### config.mk
export PLATFORM = sky130hd
export DESIGN_NAME = circuit_sweep_ctrl
export DESIGN_NICKNAME = d
export VERILOG_FILES = /design/src/rtl/circuit_sweep_ctrl.sv
export SDC_FILE = /design/constraint.sdc
export NUM_CORES = 1
export LEC_CHECK = 0
export BUFFER_PORTS_ARGS = -buffer_cell sky130_fd_sc_hd__clkbuf_2
export CORE_MARGIN = 5
export CORE_UTILIZATION = 30
export CTS_BUF_LIST = sky130_fd_sc_hd__clkbuf_16
export DETAILED_ROUTE_END_ITERATION = 12
export GPL_TIMING_DRIVEN = 0
export HOLD_SLACK_MARGIN = 0.05
export PLACE_DENSITY_LB_ADDON = 0.1
export SYNTH_ARGS = -nofsm -noshare
export SYNTH_HDL_FRONTEND = slang
export SYNTH_SLANG_ARGS = --single-unit
### constraint.sdc
create_clock -name clk -period 6.6 [get_ports clk]
set_input_delay 0 -clock clk [delete_from_list [all_inputs] [get_ports clk]]
set_output_delay 0 -clock clk [all_outputs]
set_load 0.05 [all_outputs]
### src/rtl/circuit_sweep_ctrl.sv
// circuit_sweep_ctrl: steps all 32 {a,b,c,d,e} vectors through `circuit`, lets each settle,
// samples y and assembles the 32-bit truth table.
module circuit_sweep_ctrl #(
  parameter int unsigned SETTLE_CYCLES = 1,
  parameter int unsigned CNT_W = 4
) (
  input  logic        clk,
  input  logic        rst_n,
  input  logic        start,
  input  logic        abort,
  output logic [2:0]  sel_o,
  output logic        d_o,
  output logic        e_o,
  input  logic        y_i,
  output logic        busy,
  output logic        done,
  output logic [31:0] table_o,
  output logic        table_valid
);
  typedef enum logic [1:0] {IDLE, DRIVE, SAMPLE, DONE} state_t;
  state_t state_q, state_d;
  logic [4:0] idx_q, idx_d;
  logic [CNT_W-1:0] cnt_q, cnt_d;
  logic [31:0] table_q, table_d;
  logic valid_q, valid_d, done_q, done_d;
  always_ff @(posedge clk or negedge rst_n) begin
    if (!rst_n) begin
      state_q <= IDLE;
      idx_q   <= '0;
      cnt_q   <= '0;
      table_q <= '0;
      valid_q <= 1'b0;
      done_q  <= 1'b0;
    end else begin
      state_q <= state_d;
      idx_q   <= idx_d;
      cnt_q   <= cnt_d;
      table_q <= table_d;
      valid_q <= valid_d;
      done_q  <= done_d;
    end
  end
  always_comb begin
    state_d = state_q;
    idx_d   = idx_q;
    cnt_d   = cnt_q;
    table_d = table_q;
    valid_d = valid_q;
    done_d  = 1'b0;
    case (state_q)
      IDLE: if (start) begin
        state_d = DRIVE;
        idx_d   = '0;
        cnt_d   = CNT_W'(SETTLE_CYCLES);
        table_d = '0;
        valid_d = 1'b0;
      end
      DRIVE: begin
        if (abort) state_d = IDLE;
        else if (cnt_q != '0) cnt_d = cnt_q - 1'b1;
        else state_d = SAMPLE;
      end
      SAMPLE: begin
        // The bit is captured even on an aborting edge
        table_d[idx_q] = y_i;
        if (abort) state_d = IDLE;
        else if (idx_q == 5'd31) state_d = DONE;
        else begin
          idx_d   = idx_q + 5'd1;
          cnt_d   = CNT_W'(SETTLE_CYCLES);
          state_d = DRIVE;
        end
      end
      default: begin
        state_d = IDLE;
        done_d  = 1'b1;
        valid_d = 1'b1;
      end
    endcase
  end
  assign {sel_o, d_o, e_o} = idx_q;
  assign busy        = (state_q == DRIVE) || (state_q == SAMPLE);
  assign done        = done_q;
  assign table_o     = table_q;
  assign table_valid = valid_q;
endmodule

======== Word level (Yosys, flattened, before mapping) ========
Index checks and enable logic that the tools add are counted.
storage, ports and cells
  flip-flop bits (word level) ............. 45
  latch bits .............................. 0
  memory bits (writable) .................. 0
  bits in read-only memories .............. 0
  bits of input ports ..................... 5
  output and inout port bits .............. 40
  word-level logic and storage cells ...... 57
  memories kept ........................... 0
cells by class
  add/sub/neg operators ................... 2
  $mul .................................... 0
  div/mod/pow operators ................... 0
  order comparisons ....................... 2
  equality and inequality tests ........... 9
  shift-type cells ........................ 0
  multiplexer cells ....................... 24
  bitwise operators ....................... 1
  reductions and logical operators ........ 13
operators with widths
  kind                 number
  $pmux 32 s2          1
  $bwmux 32            1
  $mux 32              1
  $mux 4               5
  $mux 5               3
  $pmux 4 s3           1
  $mux 2               5
  $ne 2x2->1 const B   5
  $pmux 5 s2           1
  $lt 5x6->1 const B   1
  $pmux 2 s3           1
  $reduce_and 2->1     3
  $reduce_and 6->1     1
  $add 5x1->5 const B  1
  $demux 1 s5          1
  $eq 5x5->1 const B   1
  $ge 5x1->1 const B   1
  $reduce_and 4->1     1
  $reduce_bool 4->1    1
  $sub 4x1->4 const B  1
  $mux 1               3
  $ne 3x3->1 const B   1
  $reduce_bool 3->1    1
  $reduce_or 3->1      1
  9 further kinds      9

======== Longest topological paths before layout ========
Gate-level depths: netlist of run 1.
  depth in word-level cells ............... 6
  gate-level depth with buffers ........... 9
  gate-level depth less buffers ........... 7

======== Worst setup path after synthesis of run 1 ========
OpenSTA, ideal clock, no wires.
  kind .................................... register to register
  start point ............................. register idx_q[0]
  end point ............................... register cnt_q[0]
  library setup time ...................... 122 ps
  arrival ................................. 2230 ps
  required time ........................... 6478 ps
  slack ................................... 4247 ps
  stages on the path, launching flop included .. 9
  path buffers ............................ 1
  period minus slack after synthesis ...... 2353 ps
  cells stage by stage .................... dfrtp_1 > ha_1 > clkbuf_1 > and3_1 > ha_1 > or2_1 > a211oi_2 > and3_1 > a21oi_1
between the ends
  longest elaborated chain between the ends .. 3
RTL lines
  what                               RTL line  source
  start, declared                    22        logic [4:0] idx_q, idx_d;
  start signal, assigned             36        idx_q <= idx_d;
  $eq 5x5->1                         67        else if (idx_q == 5'd31) state_d = DONE;
  $ne 2x2->1 (no source line)        --
  $reduce_and 6->1 (no source line)  --
  end signal, assigned               37        cnt_q <= cnt_d;
  end, declared                      23        logic [CNT_W-1:0] cnt_q, cnt_d;
No other way between the ends.
A chain may end at the register's enable or synchronous reset.

======== Worst setup path in the final report of run 1 ========
  start point ............................. register idx_q[0]
  end point ............................... register cnt_q[1]
The elaborated chain is that of the path after synthesis.

==> flow_summary_export.csv, run 1 <==
group,metric,value,unit
finish,nNetsFinal,318,
route,wl_per_cell,15.5,µm
timing,rsz0062_at_grt,"false",
route,viasPerCell,5.07,
critical_path,rrSetupSlack,4170,ps
clock_network,htreeDepth,2,
finish,fin_area,2900,µm²
synth,syn_area,2390,µm²
worst_hold_path,hp-start,"start",
clock_network,cts-root-buf,"clkbuf_16",
timing,fin_skew,8.46,ps
grt,grt-busiest-layer,"met2",
synth,synth.avg_cell_area,9.57,µm²
power_and_ir_drop,p_per_area,294,nW/µm²
critical_path,endpoint_kind,"flop",
grt,grt_use_met2,21.7,%
synth,synth-seq-cells,45,
route,first_iter_violations,72,
clock_network,clock_latency,280,ps
critical_path,critical_path_class,"flop to flop",
critical_path,crit_path_start_kind,"flop",
critical_path,crit_arrival,2590,ps
synth,yosysTopAreaCellShare,47.0,%
timing,whs,142,ps
floorplanning,coreArea,7770,µm²
route,drc,0,
grt,grt_use_total,13.0,%
clock_network,clock-sinks,45,
synth,synthCells,250,
timing,fin_crit_sh,36.8,%
clock_network,cts_resized,0,
synth,synth_edf_count,0,
placed_design,place.gp.congestion,0.752,
timing,fin_crit,2430,ps
critical_path,required,6760,ps
power_and_ir_drop,p_leak,1.35,nW
timing,finalHoldViolCount,0,
clock_network,cts_made_buffers,5,
timing,fmax,411,MHz
synth,ys_async_sr_fraction,100,%
floorplanning,std_cell_rows,32,
finish,fillCellCount,826,
floorplanning,die_area,9860,µm²
flow_run,cap_violations,0,
power_and_ir_drop,ir_drop,0.195,mV
synth,syn_nets,266,
route,ant_nets,0,
critical_path,path_max_fanout,10,
timing,relSlewSlack,23.1,%
floorplanning,start_util,30.8,%
grt,grtUsageMet1,17.6,%
timing,setup_viol,0,
finish,layout-drive-gt1-share,22.4,%
placed_design,postPlaceCellArea,2740,µm²
synth,synth_ff_type,"dfrtp_1",
synth,synth_top_cell_by_area,"dfrtp_1",
timing,tightest_slew,1150,ps
synth,synth_area_leaders,"dfrtp_1 (47%), a32o_1 (7.9%), nand2_1 (6.3%)",
grt,antenna_found_initial,0,
route,detailroute.via_count,2052,
grt,grt_pass1_wl,10.4,mm
critical_path,startpoint,"idx_q[0]$_DFFE_PN0P_",
synth,synth_common_cells,"dfrtp_1 (45), nand2_1 (40), a32o_1 (19), o21ai_1 (14)",
finish,n_antenna_cell,0,
clock_network,cts_tree,"yes",
timing,report.final.slew_viol_count,0,
route,routed_wl,6.26,mm
clock_network,clkTransAtPathRegs,70,ps
floorplanning,die_h,99.3,µm
timing,layout_setup_ws,4170,ps
placed_design,hpwl,4.54,mm
placed_design,dpl_worst_slack,4190,ps
route,firstDrtPassIters,4,
critical_path,rr_startpoint,"idx_q[0]$_DFFE_PN0P_",
worst_hold_path,hold_class,"input port to flop",
floorplanning,die_width,99.3,µm
synth,ys_warn_count,0,
grt,grt_max_degree,46,
floorplanning,ioPinCount,45,
placed_design,portBuffers,44,
clock_network,post_cts_buffers,0,
clock_network,clockBufferDepth,2,
grt,met3_usage,2.81,%
finish,syn_to_final_growth,21.1,%
synth,ys_seq_area_share,47.0,%
synth,yosysMostFrequentCell,"dfrtp_1",
grt,grt.overflow.total,0,
synth,synth_cell_types,41,
grt,grt_pass1_vias,2036,
outcome,status,"complete, no violations",
timing,tns,0,ps
[worst paths after layout]
| path | end | cells after the start |
|---|---|---|
| worst max-delay path | cnt_q[1]$_DFFE_PN0P_ | 8 |
| worst min-delay path | table_valid$_DFFE_PN0P_ | 4 |
| worst max register to register | cnt_q[1]$_DFFE_PN0P_ | 8 |
| worst min register to register | table_o[3]$_DFFE_PN0P_ | 2 |
| max in group asynchronous | cnt_q[3]$_DFFE_PN0P_ | 2 |
| min in group asynchronous | table_o[31]$_DFFE_PN0P_ | 2 |
[kinds of logic after synthesis]
family,Yosys count,share of synthesized area [%]
flops,45,47.0
simple gates,95,19.3
fa+ha+maj,11,5.75
compound gates,70,21.5
mux,3,1.36
buf+inv,26,5.02
[metrics by stage]
step | power, W | util (%) | std cells
after CTS | 0.000864 | 37.3 | 405
after floorplan | 0.000528 | - | 250
final | 0.000851 | 37.3 | 405
after global routing | 0.000908 | 37.3 | 405
after detailed placement | 0.000609 | 35.3 | 396
after global placement | 0.000610 | 35.3 | 396
[layout by cell type (no fill, tap or decap), types with 4 or more instances in the layout]
cell type	instances
a21oi_1	5
nor2_1	10
nor3b_1	4
clkbuf_16	5
o211ai_1	11
o21ai_1	14
dfrtp_1	45
nand3_1	9
and2_1	4
o21ai_0	9
inv_1	7
and3_1	4
buf_2	9
clkbuf_1	6
ha_1	11
a32o_1	19
nand2b_1	4
clkbuf_2	44
nor2b_1	4
a22o_1	4
nor3_1	5
nand2_1	40
[power breakdown]
group	switching [W]	internal, W	total [W]	leakage [nW]
Sequential	0.0000202	0.000297	0.000317	0.619
Clock	0.000109	0.000141	0.000250	0.0738
Combinational	0.000202	0.0000821	0.000284	0.661
Total	0.000331	0.000520	0.000851	1.35
[routing by layer]
| metal | wire [µm] | vias up |
|---|---|---|
| met4 | 61 | 0 |
| li1 | - | 1013 |
| met3 | 239 | 4 |
| met5 | 0 | - |
| met1 | 3040 | 1001 |
| met2 | 2920 | 34 |
[final cells by class]
class                   count  area (µm²)  share of cell area [%]
flip-flops and latches     45        1130                    38.8
well taps                 102         128                    4.40
repair buffers             45         230                    7.94
plain buffers              18        90.1                    3.11
clock inverters             3        22.5                   0.777
inverters                   8        30.0                    1.04
multi-input cells         179        1150                    39.6
clock buffers               5         125                    4.32
[flip-flops by register name, summed over array words and instances, names as in the netlist]
register	count
table_o	32
idx_q	5
cnt_q	4
state_q	2
done	1
table_valid	1
[critical path, stage by stage, from the launching register on]
cell,delay [ps]
dfrtp_1,470
ha_1,220
clkbuf_1,220
and3_1,260
ha_1,210
or2_1,280
a211oi_2,390
nand2_1,120
o2bb2ai_1,140
[timing repair]
item,in CTS,in global routing
endpoints found under the setup margin,0,0
hold endpoints to repair,45,0
hold buffers,1,0
Power figures use the tool's default switching activity.
==> run 2: changes to the inputs <==
Clock period 6.6 ns to 2.5 ns, I/O delays scaled along.
==> flow_summary_export.csv, run 2 (synthesized netlist as in run 1, its figures left out) <==
group,metric,value,unit
clock_network,clock_latency,280,ps
worst_hold_path,hp-start,"start",
timing,setup_viol,0,
finish,multiInputGateArea,1150,µm²
floorplanning,die_width,99.3,µm
route,viasPerCell,5.06,
timing,fin_crit,2300,ps
floorplanning,std_cell_rows,32,
finish,layout-drive-gt1-share,22.5,%
timing,tns,0,ps
placed_design,dp.cells,396,
worst_hold_path,holdPathStages,4,
power_and_ir_drop,p_per_area,778,nW/µm²
power_and_ir_drop,p_leak,1.35,nW
clock_network,post_cts_buffers,0,
route,wl_per_cell,15.4,µm
timing,layout_setup_ws,201,ps
timing,report.final.slew_viol_count,0,
critical_path,crit_arrival,2520,ps
critical_path,endpoint_kind,"flop",
critical_path,critical_path_class,"flop to flop",
clock_network,cts-root-buf,"clkbuf_16",
timing,tightest_slew,1160,ps
worst_hold_path,min_to,"table_valid$_DFFE_PN0P_",
timing,fin_skew,7.81,ps
critical_path,reg2reg_depth,7,
timing,relSlewSlack,22.6,%
critical_path,rr_startpoint,"idx_q[0]$_DFFE_PN0P_",
route,firstDrtPassIters,4,
finish,layout_common_cells,"dfrtp_1 (45), clkbuf_2 (44), nand2_1 (40), a32o_1 (19), o21ai_1 (14)",
floorplanning,die_area,9860,µm²
placed_design,hpwl,4.54,mm
critical_path,crit_path_start_kind,"flop",
power_and_ir_drop,power,0.00226,W
route,ant_nets,0,
floorplanning,die_h,99.3,µm
floorplanning,start_util,30.8,%
finish,regArea,1130,µm²
finish,nNetsFinal,317,
route,detailroute.via_count,2046,
floorplanning,ioPinCount,45,
finish,syn_to_final_growth,21.3,%
timing,fmax,435,MHz
finish,instances_no_fill,404,
worst_hold_path,hold_class,"input port to flop",
floorplanning,coreArea,7770,µm²
clock_network,clockBufferDepth,2,
route,first_iter_violations,77,
clock_network,clkTransAtPathRegs,70,ps
outcome,status,"complete, no violations",
grt,antenna_found_initial,0,
route,routed_wl,6.23,mm
placed_design,place.gp.congestion,0.752,
finish,final_common_cell,"dfrtp_1",
timing,whs,142,ps
timing,rsz0062_at_grt,"false",
timing,finalHoldViolCount,0,
grt,grt_pass1_vias,2036,
critical_path,path_max_fanout,10,
power_and_ir_drop,ir_drop,0.516,mV
critical_path,rrSetupSlack,200,ps
grt,grt.overflow.total,0,
clock_network,htreeDepth,2,
critical_path,rr_endpoint,"idx_q[3]$_DFFE_PN0P_",
timing,fin_crit_sh,91.9,%
clock_network,clock-sinks,45,
grt,grt_use_total,13.0,%
clock_network,cts_made_buffers,5,
finish,largest_reg_flops,32,
finish,n_antenna_cell,0,
grt,grt_pass1_wl,10.4,mm
flow_run,cap_violations,0,
finish,fillCellCount,826,
placed_design,portBuffers,44,
critical_path,required,2720,ps
placed_design,dpl_worst_slack,85.4,ps
grt,grt_max_degree,46,
route,drc,0,
clock_network,cts_tree,"yes",
run 2: worst max-delay path by stage:
stage	endpoint	slack, ps	start	depth (start not counted)
2_1_floorplan	cnt_q[0]$_DFFE_PN0P_	150	idx_q[0]$_DFFE_PN0P_	8
3_3_place_gp	cnt_q[1]$_DFFE_PN0P_	80	idx_q[0]$_DFFE_PN0P_	8
3_5_place_dp	cnt_q[1]$_DFFE_PN0P_	90	idx_q[0]$_DFFE_PN0P_	8
4_1_cts	cnt_q[1]$_DFFE_PN0P_	50	idx_q[0]$_DFFE_PN0P_	8
5_1_grt	idx_q[3]$_DFFE_PN0P_	60	idx_q[0]$_DFFE_PN0P_	7
6_report	idx_q[3]$_DFFE_PN0P_	200	idx_q[0]$_DFFE_PN0P_	7
run 2: layout make-up:
cell class	count	share of cell area [%]
Buffer	17	2.97
Multi-Input combinational cell	179	39.8
Clock buffer	5	4.31
Inverter	8	1.03
Sequential cell	45	38.8
Clock inverter	3	0.776
Tap cell	102	4.40
Timing Repair Buffer	45	7.93
run 2: worst max-delay path, stage by stage, from the launching register on:
cell and delay, ps:
dfrtp_1 470, ha_1 350, and3_1 250, ha_1 210, nor2_2 290, nand4_1 160
or4_1 420, nand3_1 90
run 2: through the flow:
step | instance area, µm² | util (%)
5_1_grt | 2900 | 37.4
3_3_place_gp | 2740 | 35.3
3_5_place_dp | 2740 | 35.3
2_1_floorplan | 2390 | -
6_report | 2900 | 37.4
4_1_cts | 2900 | 37.3
run 2: routing by layer:
metal,vias to the layer above,GRT usage [%],part of all wire (%)
li1,1011,-,-
met4,0,2.42,0.98
met1,1000,17.6,49
met3,4,2.81,3.5
met5,-,0,0
met2,31,21.7,46
run 2: timing repair:
action / 4_1_cts / 5_1_grt
endpoints found under the setup margin: 0 / 5
gates resized for setup: 0 / 1
endpoints found under the hold margin: 45 / 0
hold buffers: 1 / 0
run 2: where the power goes:
group	switching (W)	internal, W	leakage (nW)
combinational	0.000538	0.000222	0.662
clock	0.000290	0.000372	0.0738
sequential	0.0000533	0.000784	0.619
